**config.mk**
```make
export PLATFORM = sky130hd
export DESIGN_NAME = fetch_stage_flat
export DESIGN_NICKNAME = d
export VERILOG_FILES = /design/src/rtl/fetch_stage_if.sv /design/src/rtl/fetch_stage.sv /design/src/flat_wrapper.sv
export SDC_FILE = /design/constraint.sdc
export NUM_CORES = 1
export LEC_CHECK = 0
export BUFFER_PORTS_ARGS = -buffer_cell sky130_fd_sc_hd__buf_2
export CAP_MARGIN = 10
export CORE_ASPECT_RATIO = 1.25
export CORE_MARGIN = 4
export CORE_UTILIZATION = 57
export DETAILED_ROUTE_END_ITERATION = 8
export PLACE_DENSITY = 0.8
export SLEW_MARGIN = 20
export SYNTH_ARGS = -nofsm -noshare
export SYNTH_HDL_FRONTEND = slang
export SYNTH_SLANG_ARGS = --single-unit
```
**constraint.sdc**
```tcl
create_clock -name clk_i -period 11 [get_ports clk_i]
set_input_delay 2.2 -clock clk_i [delete_from_list [all_inputs] [get_ports clk_i]]
set_output_delay 2.2 -clock clk_i [all_outputs]
set_load 0.05 [all_outputs]
```
**src/rtl/fetch_stage_if.sv**
```systemverilog
// Instruction-memory request/acknowledge port between the fetch stage and memory.
interface fetch_stage_if #(
  parameter int IW = 28,
  parameter int AW = 32
);
  logic          req;
  logic [AW-1:0] addr;
  logic          ack;
  logic [IW-1:0] rdata;

  modport master (output req, addr, input ack, rdata);
  modport slave  (input req, addr, output ack, rdata);
endinterface

```
**src/rtl/fetch_stage.sv**
```systemverilog
// Instruction fetch stage with a 2-entry return FIFO and the IF/ID pipeline register.
module fetch_stage #(
  parameter int            IW       = 28,
  parameter int            AW       = 32,
  parameter logic [AW-1:0] RESET_PC = '0,
  parameter int            PC_STEP  = 4
) (
  input  logic          clk_i,
  input  logic          rst_i,
  fetch_stage_if.master imem,
  input  logic          stall_d_i,
  input  logic          flush_d_i,
  input  logic          branch_e_i,
  input  logic [AW-1:0] branch_target_e_i,
  output logic [IW-1:0] instr_d_o,
  output logic [AW-1:0] pc_d_o,
  output logic          valid_d_o
);

  typedef enum logic {FETCH, DROP} state_e;

  typedef struct packed {
    logic [IW-1:0] instr;
    logic [AW-1:0] pc;
  } entry_t;

  state_e        state_q, state_d;
  logic [AW-1:0] pc_q, pc_d;
  logic [AW-1:0] drop_addr_q, drop_addr_d;
  entry_t        fifo_q [2];
  logic          wr_ptr_q, wr_ptr_d;
  logic          rd_ptr_q, rd_ptr_d;
  logic [1:0]    count_q, count_d;
  logic [IW-1:0] instr_q, instr_d;
  logic [AW-1:0] pcd_q, pcd_d;
  logic          valid_q, valid_d;
  logic          req;
  logic          push;
  logic          pop;

  // Request credit comes from free FIFO slots; a redirect with a request still
  // pending must wait out that request (DROP) so the memory handshake stays legal.
  always_comb begin
    state_d     = state_q;
    pc_d        = pc_q;
    drop_addr_d = drop_addr_q;
    req         = 1'b0;
    push        = 1'b0;
    case (state_q)
      FETCH: begin
        req  = (count_q != 2'd2);
        push = req && imem.ack && !branch_e_i;
        if (push) pc_d = pc_q + AW'(PC_STEP);
        if (branch_e_i && req && !imem.ack) begin
          state_d     = DROP;
          drop_addr_d = pc_q;
        end
      end
      DROP: begin
        req = 1'b1;
        if (imem.ack) state_d = FETCH;
      end
      default: state_d = FETCH;
    endcase
    if (branch_e_i) pc_d = branch_target_e_i;
  end

  assign imem.req  = req && !rst_i;
  assign imem.addr = (state_q == DROP) ? drop_addr_q : pc_q;

  assign pop = !branch_e_i && !flush_d_i && !stall_d_i && (count_q != 2'd0);

  always_comb begin
    wr_ptr_d = wr_ptr_q;
    rd_ptr_d = rd_ptr_q;
    count_d  = count_q;
    instr_d  = instr_q;
    pcd_d    = pcd_q;
    valid_d  = valid_q;
    if (branch_e_i) begin
      wr_ptr_d = 1'b0;
      rd_ptr_d = 1'b0;
      count_d  = 2'd0;
    end else begin
      wr_ptr_d = wr_ptr_q ^ push;
      rd_ptr_d = rd_ptr_q ^ pop;
      count_d  = count_q + {1'b0, push} - {1'b0, pop};
    end
    if (branch_e_i || flush_d_i) begin
      instr_d = '0;
      pcd_d   = '0;
      valid_d = 1'b0;
    end else if (!stall_d_i) begin
      if (count_q != 2'd0) begin
        instr_d = fifo_q[rd_ptr_q].instr;
        pcd_d   = fifo_q[rd_ptr_q].pc;
        valid_d = 1'b1;
      end else begin
        instr_d = '0;
        pcd_d   = '0;
        valid_d = 1'b0;
      end
    end
  end

  always_ff @(posedge clk_i or posedge rst_i) begin
    if (rst_i) begin
      state_q     <= FETCH;
      pc_q        <= RESET_PC;
      drop_addr_q <= RESET_PC;
      fifo_q[0]   <= '0;
      fifo_q[1]   <= '0;
      wr_ptr_q    <= 1'b0;
      rd_ptr_q    <= 1'b0;
      count_q     <= 2'd0;
      instr_q     <= '0;
      pcd_q       <= '0;
      valid_q     <= 1'b0;
    end else begin
      state_q     <= state_d;
      pc_q        <= pc_d;
      drop_addr_q <= drop_addr_d;
      if (push) fifo_q[wr_ptr_q] <= '{instr: imem.rdata, pc: pc_q};
      wr_ptr_q    <= wr_ptr_d;
      rd_ptr_q    <= rd_ptr_d;
      count_q     <= count_d;
      instr_q     <= instr_d;
      pcd_q       <= pcd_d;
      valid_q     <= valid_d;
    end
  end

  assign instr_d_o = instr_q;
  assign pc_d_o    = pcd_q;
  assign valid_d_o = valid_q;

  // Credit gating must make a push into a full FIFO impossible.
  assert property (@(posedge clk_i) disable iff (rst_i) !(push && count_q == 2'd2));

endmodule

```
**src/flat_wrapper.sv**
```systemverilog
// flat-port wrapper written by rule: the top's interface ports become plain ports
module fetch_stage_flat 
#(
  parameter int            IW       = 28,
  parameter int            AW       = 32,
  parameter logic [AW-1:0] RESET_PC = '0,
  parameter int            PC_STEP  = 4
)
  (clk_i, rst_i, stall_d_i, flush_d_i, branch_e_i, branch_target_e_i, instr_d_o, pc_d_o, valid_d_o, imem_req, imem_addr, imem_ack, imem_rdata);
  fetch_stage_if #(.IW(IW), .AW(AW)) imem_i ();
  input  logic clk_i;
  input  logic rst_i;
  input  logic stall_d_i;
  input  logic flush_d_i;
  input  logic branch_e_i;
  input  logic [AW-1:0] branch_target_e_i;
  output logic [IW-1:0] instr_d_o;
  output logic [AW-1:0] pc_d_o;
  output logic valid_d_o;
  output wire logic [$bits(imem_i.req)-1:0] imem_req;
  output wire logic [$bits(imem_i.addr)-1:0] imem_addr;
  input wire logic [$bits(imem_i.ack)-1:0] imem_ack;
  input wire logic [$bits(imem_i.rdata)-1:0] imem_rdata;
  assign imem_req = imem_i.req;
  assign imem_addr = imem_i.addr;
  assign imem_i.ack = imem_ack;
  assign imem_i.rdata = imem_rdata;
  fetch_stage #(.IW(IW), .AW(AW), .RESET_PC(RESET_PC), .PC_STEP(PC_STEP)) u_core (.clk_i(clk_i), .rst_i(rst_i), .imem(imem_i), .stall_d_i(stall_d_i), .flush_d_i(flush_d_i), .branch_e_i(branch_e_i), .branch_target_e_i(branch_target_e_i), .instr_d_o(instr_d_o), .pc_d_o(pc_d_o), .valid_d_o(valid_d_o));
endmodule
```
Word-level counts from Yosys, hierarchy flattened
Cells that the tools add are included.
Storage, ports and cells
  input bits: 66
  register bits: 250
Operators by class
  eq/ne operators: 3
  bitwise gates (word level): 5
  multiplexer cells: 27
  reductions and logical operators: 19
  order comparisons: 3
  add/subtract/negate cells: 3
Operators with widths (number)
  60-bit two-way mux: 4
  32-bit two-way mux: 7
  120-bit bitwise mux: 1
  28-bit two-way mux: 3
  60-bit demux with 1-bit select: 1
  32-bit by 3-bit adder with 32-bit output (second input constant): 1
  1-bit logical AND: 9
  1-bit two-way mux: 8
  1-bit logical NOT: 5
  2-bit greater-or-equal comparator (second input constant): 2
  2-bit != test (second input constant): 2
  1-bit inverter with 2-bit output: 2
  1-bit one-hot mux with 2 select lines: 2
  2-bit AND reduction: 2
  2-bit nonzero test: 2
  2-bit by 1-bit adder with 2-bit output: 1
  2-bit by 1-bit less-than comparator with 1-bit output (second input constant): 1
  2-bit two-way mux: 1
  2-bit by 1-bit != test with 1-bit output (second input constant): 1
  2-bit by 1-bit subtractor with 2-bit output: 1
  1-bit XOR: 2
  1-bit logical OR: 1
  1-bit inverter: 1

Longest topological paths before layout
  depth in word-level cells: 7
  gate-level depth with buffers: 11
  gate-level depth less buffers: 9

Least setup slack after synthesis
No wires, ideal clock.
  kind: input -> output
  start: input port rst_i
  end: output port imem_req
  required time: 8800 ps
  buffers on the path: 0
  path slack: 5946 ps
  stages: 1
  arrival time: 2854 ps
  cell sequence: nor2_1
On the way
  word-level cells in the longest chain between the ends: 2
Ends and longest elaborated chain
  start, declared: RTL line flat_wrapper.sv:12  | input logic rst_i;
  1-bit logical NOT: RTL line fetch_stage.sv:68  | assign imem.req = req && !rst_i;
  1-bit logical AND: RTL line fetch_stage.sv:68
  end, declared: RTL line flat_wrapper.sv:20  | output wire logic [$bits(imem_i.req)-1:0] imem_req;
Every way passes these cells.

Worst setup path after layout
Same ends and word-level chain as after synthesis.

==> metrics.md <==
| Metric | Value |
|---|---|
| TritonRoute pass-1 iters | 5 |
| Worst Hold End | u_core.valid_d_o |
| Crit-path max FO | 2 |
| Core ar. | around 0.019 sq mm |
| Post-synthesis mux area share | 24.4% |
| Simple-gate share of the synthesized area | 8.33% |
| Yosys top cell by area | dfrtp_1 |
| Final period utilization | between 40% and 50% |
| CP endpoint kind | output port |
| Status | completed |
| CTS Buffer Depth | 3 |
| Final ANT Viol Nets | 0 |
| Synthesized cell area | about 0.011 sq mm |
| Yosys cell types | 42 |
| Setup_tns | 0 ns |
| Hold-fix buffers at CTS | 0 |
| Slew Limit Fails | 0 |
| Area Growth Syn to Fin | 15.5% |
| XOR/XNOR Fraction of Synth Area | 0.641% |
| Die Ht | between 150 and 200 microns |
| Adder-cell share of the synthesized area | less than 1% |
| Crit-path slowest cell | buf_2 |
| H-tree depth | 1 |
| R2r endpoint | u_core.fifo_q[20] |
| Initial antenna violation count | 0 |
| Crit path max-delay family | buffers and inverters |
| Clk_lat worst skew | roughly 0.50 ns |
| Vias per std cell | 5.89 |
| Worst Path Required | slightly below 9 ns |
| LEAKAGE | roughly 5.6 nW |
| Critical Path AT | around 2.7 ns |
| TritonCTS clock tree | built |
| Startpoint types | input port |
| Clock sinks | 250 |
| Max Freq | about 200 MHz |
| Starting Density | around three fifths |
| RSZ-0062 raised after global routing | false |
| Site Rows | 56 |
| Most used cell along the critical path | buf_2 |
| DR vias | between 7k and 8k |
| Placed inst area | between 0.01 and 0.015 sq mm |
| Compound-cell area share of the yosys netlist | 6.13% |
| R2r setup slk | 7.71 ns |
| Buffers added on ports | roughly 160 |
| Net count, final | about 1.1k |
| PD cells | about 200 mW/mm^2 |
| Critical path class | input port to output port |
| Placed Instances | about 1.2k |
| Final Cell Area | about 0.013 sq mm |
| Worst-path clk slew | roughly 0.060 ns |
| Worst slew margin | slightly below 30% |
| Synth top area share | 57.2% |
| Syn Area/Cell | around 12 sq um |
| Register bit total from synthesis | 250 |
| Syn nets | 953 |
| # DRC | 0 |
| Sequential fraction of the synthesis area | 57.2% |
| Hold wc startpoint | u_core.valid_d_o |
| Buf+Inv Stages, Crit Path | 2 |
| CTS Buf Count | 25 |
| Ranking of synthesized cells by area | dfrtp_1 57%, mux2_2 19%, mux2i_1 5.6% |
| Die width | ~130 microns |
| Final Non-Filler Cells | between 1k and 1.5k |
| Gr ovfl total | 0 |
| Post-CTS Resized | 0 |
| Largest family of logic cells by synthesized area | multiplexers |
| Clk root buf | clkbuf_16 |
| Count of final setup violators | 0 |
| Vias in the first global route | a little under 8k |
| Inserted Diodes | 0 |
| Cell count of the worst hold path | 2 |
| RePlAce Congestion | around 0.8 |
| Commonest non-fill, non-tap cells in the layout | 248 x dfrtp_1, 183 x mux2_2, 159 x buf_2 |
| First-pass GRT wire length | between 30,000 and 40,000 microns |
| Hpwl dp | 15,200 microns |
| VDD IR max | around 0.00013 V |
| Global Route Usage Sum | roughly 23% |
| CP max stage delay | around 0.27 ns |
| Post-DR wirelength/cell | about 19 microns |
| Routed WL | 24,300 microns |
| Fin crit period | roughly 4.9 ns |
| Reg2reg path depth | 4 |
| I/O pin count | 160 |
| Post-Route Skew | 0.0152 ns |
| Synth warn | 0 |
| Worst-Margin Slew | about 1.1 ns |
| DR iter-0 viols | between 400 and 500 |
| DIE AREA | approximately 0.021 sq mm |
| Ratio of cells with drive above 1 in the final layout | between 30% and 40% |
| Post-CTS Setup Inserts | 0 |
| Critical Path, Cell by Cell | buf_2 -> nor2_1 -> buf_2 |
| Commonest non-fill, non-tap cell in the layout | dfrtp_1 |
| Mapped Cells | approximately 880 |
| Endpoints failing hold | 0 |
| Largest net degree at the start of global routing | roughly 100 |
| R2R Path Start | u_core.state_q |
| Crit path depth | 3 |
| Hold Path Class | register to register |
| Max Cap Violations | 0 |
kinds of logic (layout without fill, tap and decap cells):
group	after synthesis	in the layout
AO/OA/AOI/OAI	115	115
buffers and inverters	74	220
AND/OR/NAND/NOR	186	186
XOR/XNOR	8	8
multiplexers	244	244
adder cells (fa/ha/maj)	5	5
flip-flops	250	250
synthesized netlist by cell type:
master / n
a21oi_1: 1
a221o_1: 1
a31oi_1: 18
and2_1: 2
and3_1: 4
and4_1: 4
buf_1: 10
buf_2: 13
clkbuf_1: 41
clkbuf_2: 1
clkinv_1: 1
dfrtp_1: 250
ha_1: 5
inv_1: 8
mux2_2: 183
mux2i_1: 61
nand2_1: 88
nand2b_1: 1
nand3_1: 12
nand4_1: 9
nor2_1: 28
nor2b_1: 3
nor3_1: 3
nor3b_1: 1
nor4_1: 3
nor4_2: 1
nor4b_1: 1
o211ai_1: 3
o21ai_0: 71
o21ai_1: 1
o311ai_0: 3
o31ai_1: 14
o41a_1: 1
o41ai_1: 2
or2_2: 1
or3_1: 4
or3b_2: 1
or4_1: 17
or4_4: 1
or4b_1: 2
xnor2_1: 5
xor2_1: 3
state kept, by name (all words and copies together) (netlist names):
register,cells
u_core.instr_d_o,28
u_core.drop_addr_q,32
u_core.valid_d_o,1
u_core.fifo_q,120
u_core.rd_ptr_q,1
u_core.state_q,1
u_core.pc_d_o,32
u_core.pc_q,32
u_core.wr_ptr_q,1
u_core.count_q,2
tightest hold or removal path: cells and delay by family (launching register included):
| family | cells | cell delay [ns] |
|---|---|---|
| flops | 1 | 0.33 |
| simple gates | 2 | 0.10 |
metrics by stage:
stage	worst slack, ns	hold WS (ns)	utilization [%]	total power, mW
6_report	6.09	0.470	67.0	2.53
4_1_cts	5.54	0.474	66.9	2.56
3_3_place_gp	5.06	0.454	63.0	1.74
2_1_floorplan	1.93	0.475	-	1.64
5_1_grt	6.05	0.503	67.0	2.66
3_5_place_dp	4.99	0.459	63.0	1.77
power breakdown:
group          switching [mW]  leakage, nW  internal (mW)
clock network           0.332        0.366          0.448
registers               0.129         3.11           1.13
logic                   0.258         2.10          0.238
total                   0.718         5.58           1.81
worst max path at each step:
stage	from	end	slack [ns]
after detailed placement	branch_e_i	u_core.drop_addr_q[26]	4.99
after CTS	branch_e_i	u_core.drop_addr_q[26]	5.54
after global placement	branch_e_i	u_core.drop_addr_q[27]	5.06
after global routing	rst_i	imem_req	6.05
final	rst_i	imem_req	6.09
after floorplan	rst_i	u_core.count_q[0]	1.93
per-layer routing:
| metal | global-route usage (%) | up-vias | share of wire, % |
|---|---|---|---|
| li1 | - | 3407 | - |
| met1 | 30.2 | 3749 | 43 |
| met2 | 39.7 | 228 | 50 |
| met3 | 3.24 | 39 | 5.6 |
| met4 | 5.21 | 0 | 1.8 |
| met5 | 0 | - | 0 |
final cells by class:
type	instances	area, sq um
Inverter	9	41.3
Multi-Input combinational cell	558	4440
Clock buffer	40	722
Sequential cell	250	6260
Tap cell	232	290
Clock inverter	5	27.5
Fill cell	1425	6210
Timing Repair Buffer	166	856
Note: power is estimated with default switching activity, not from simulation.
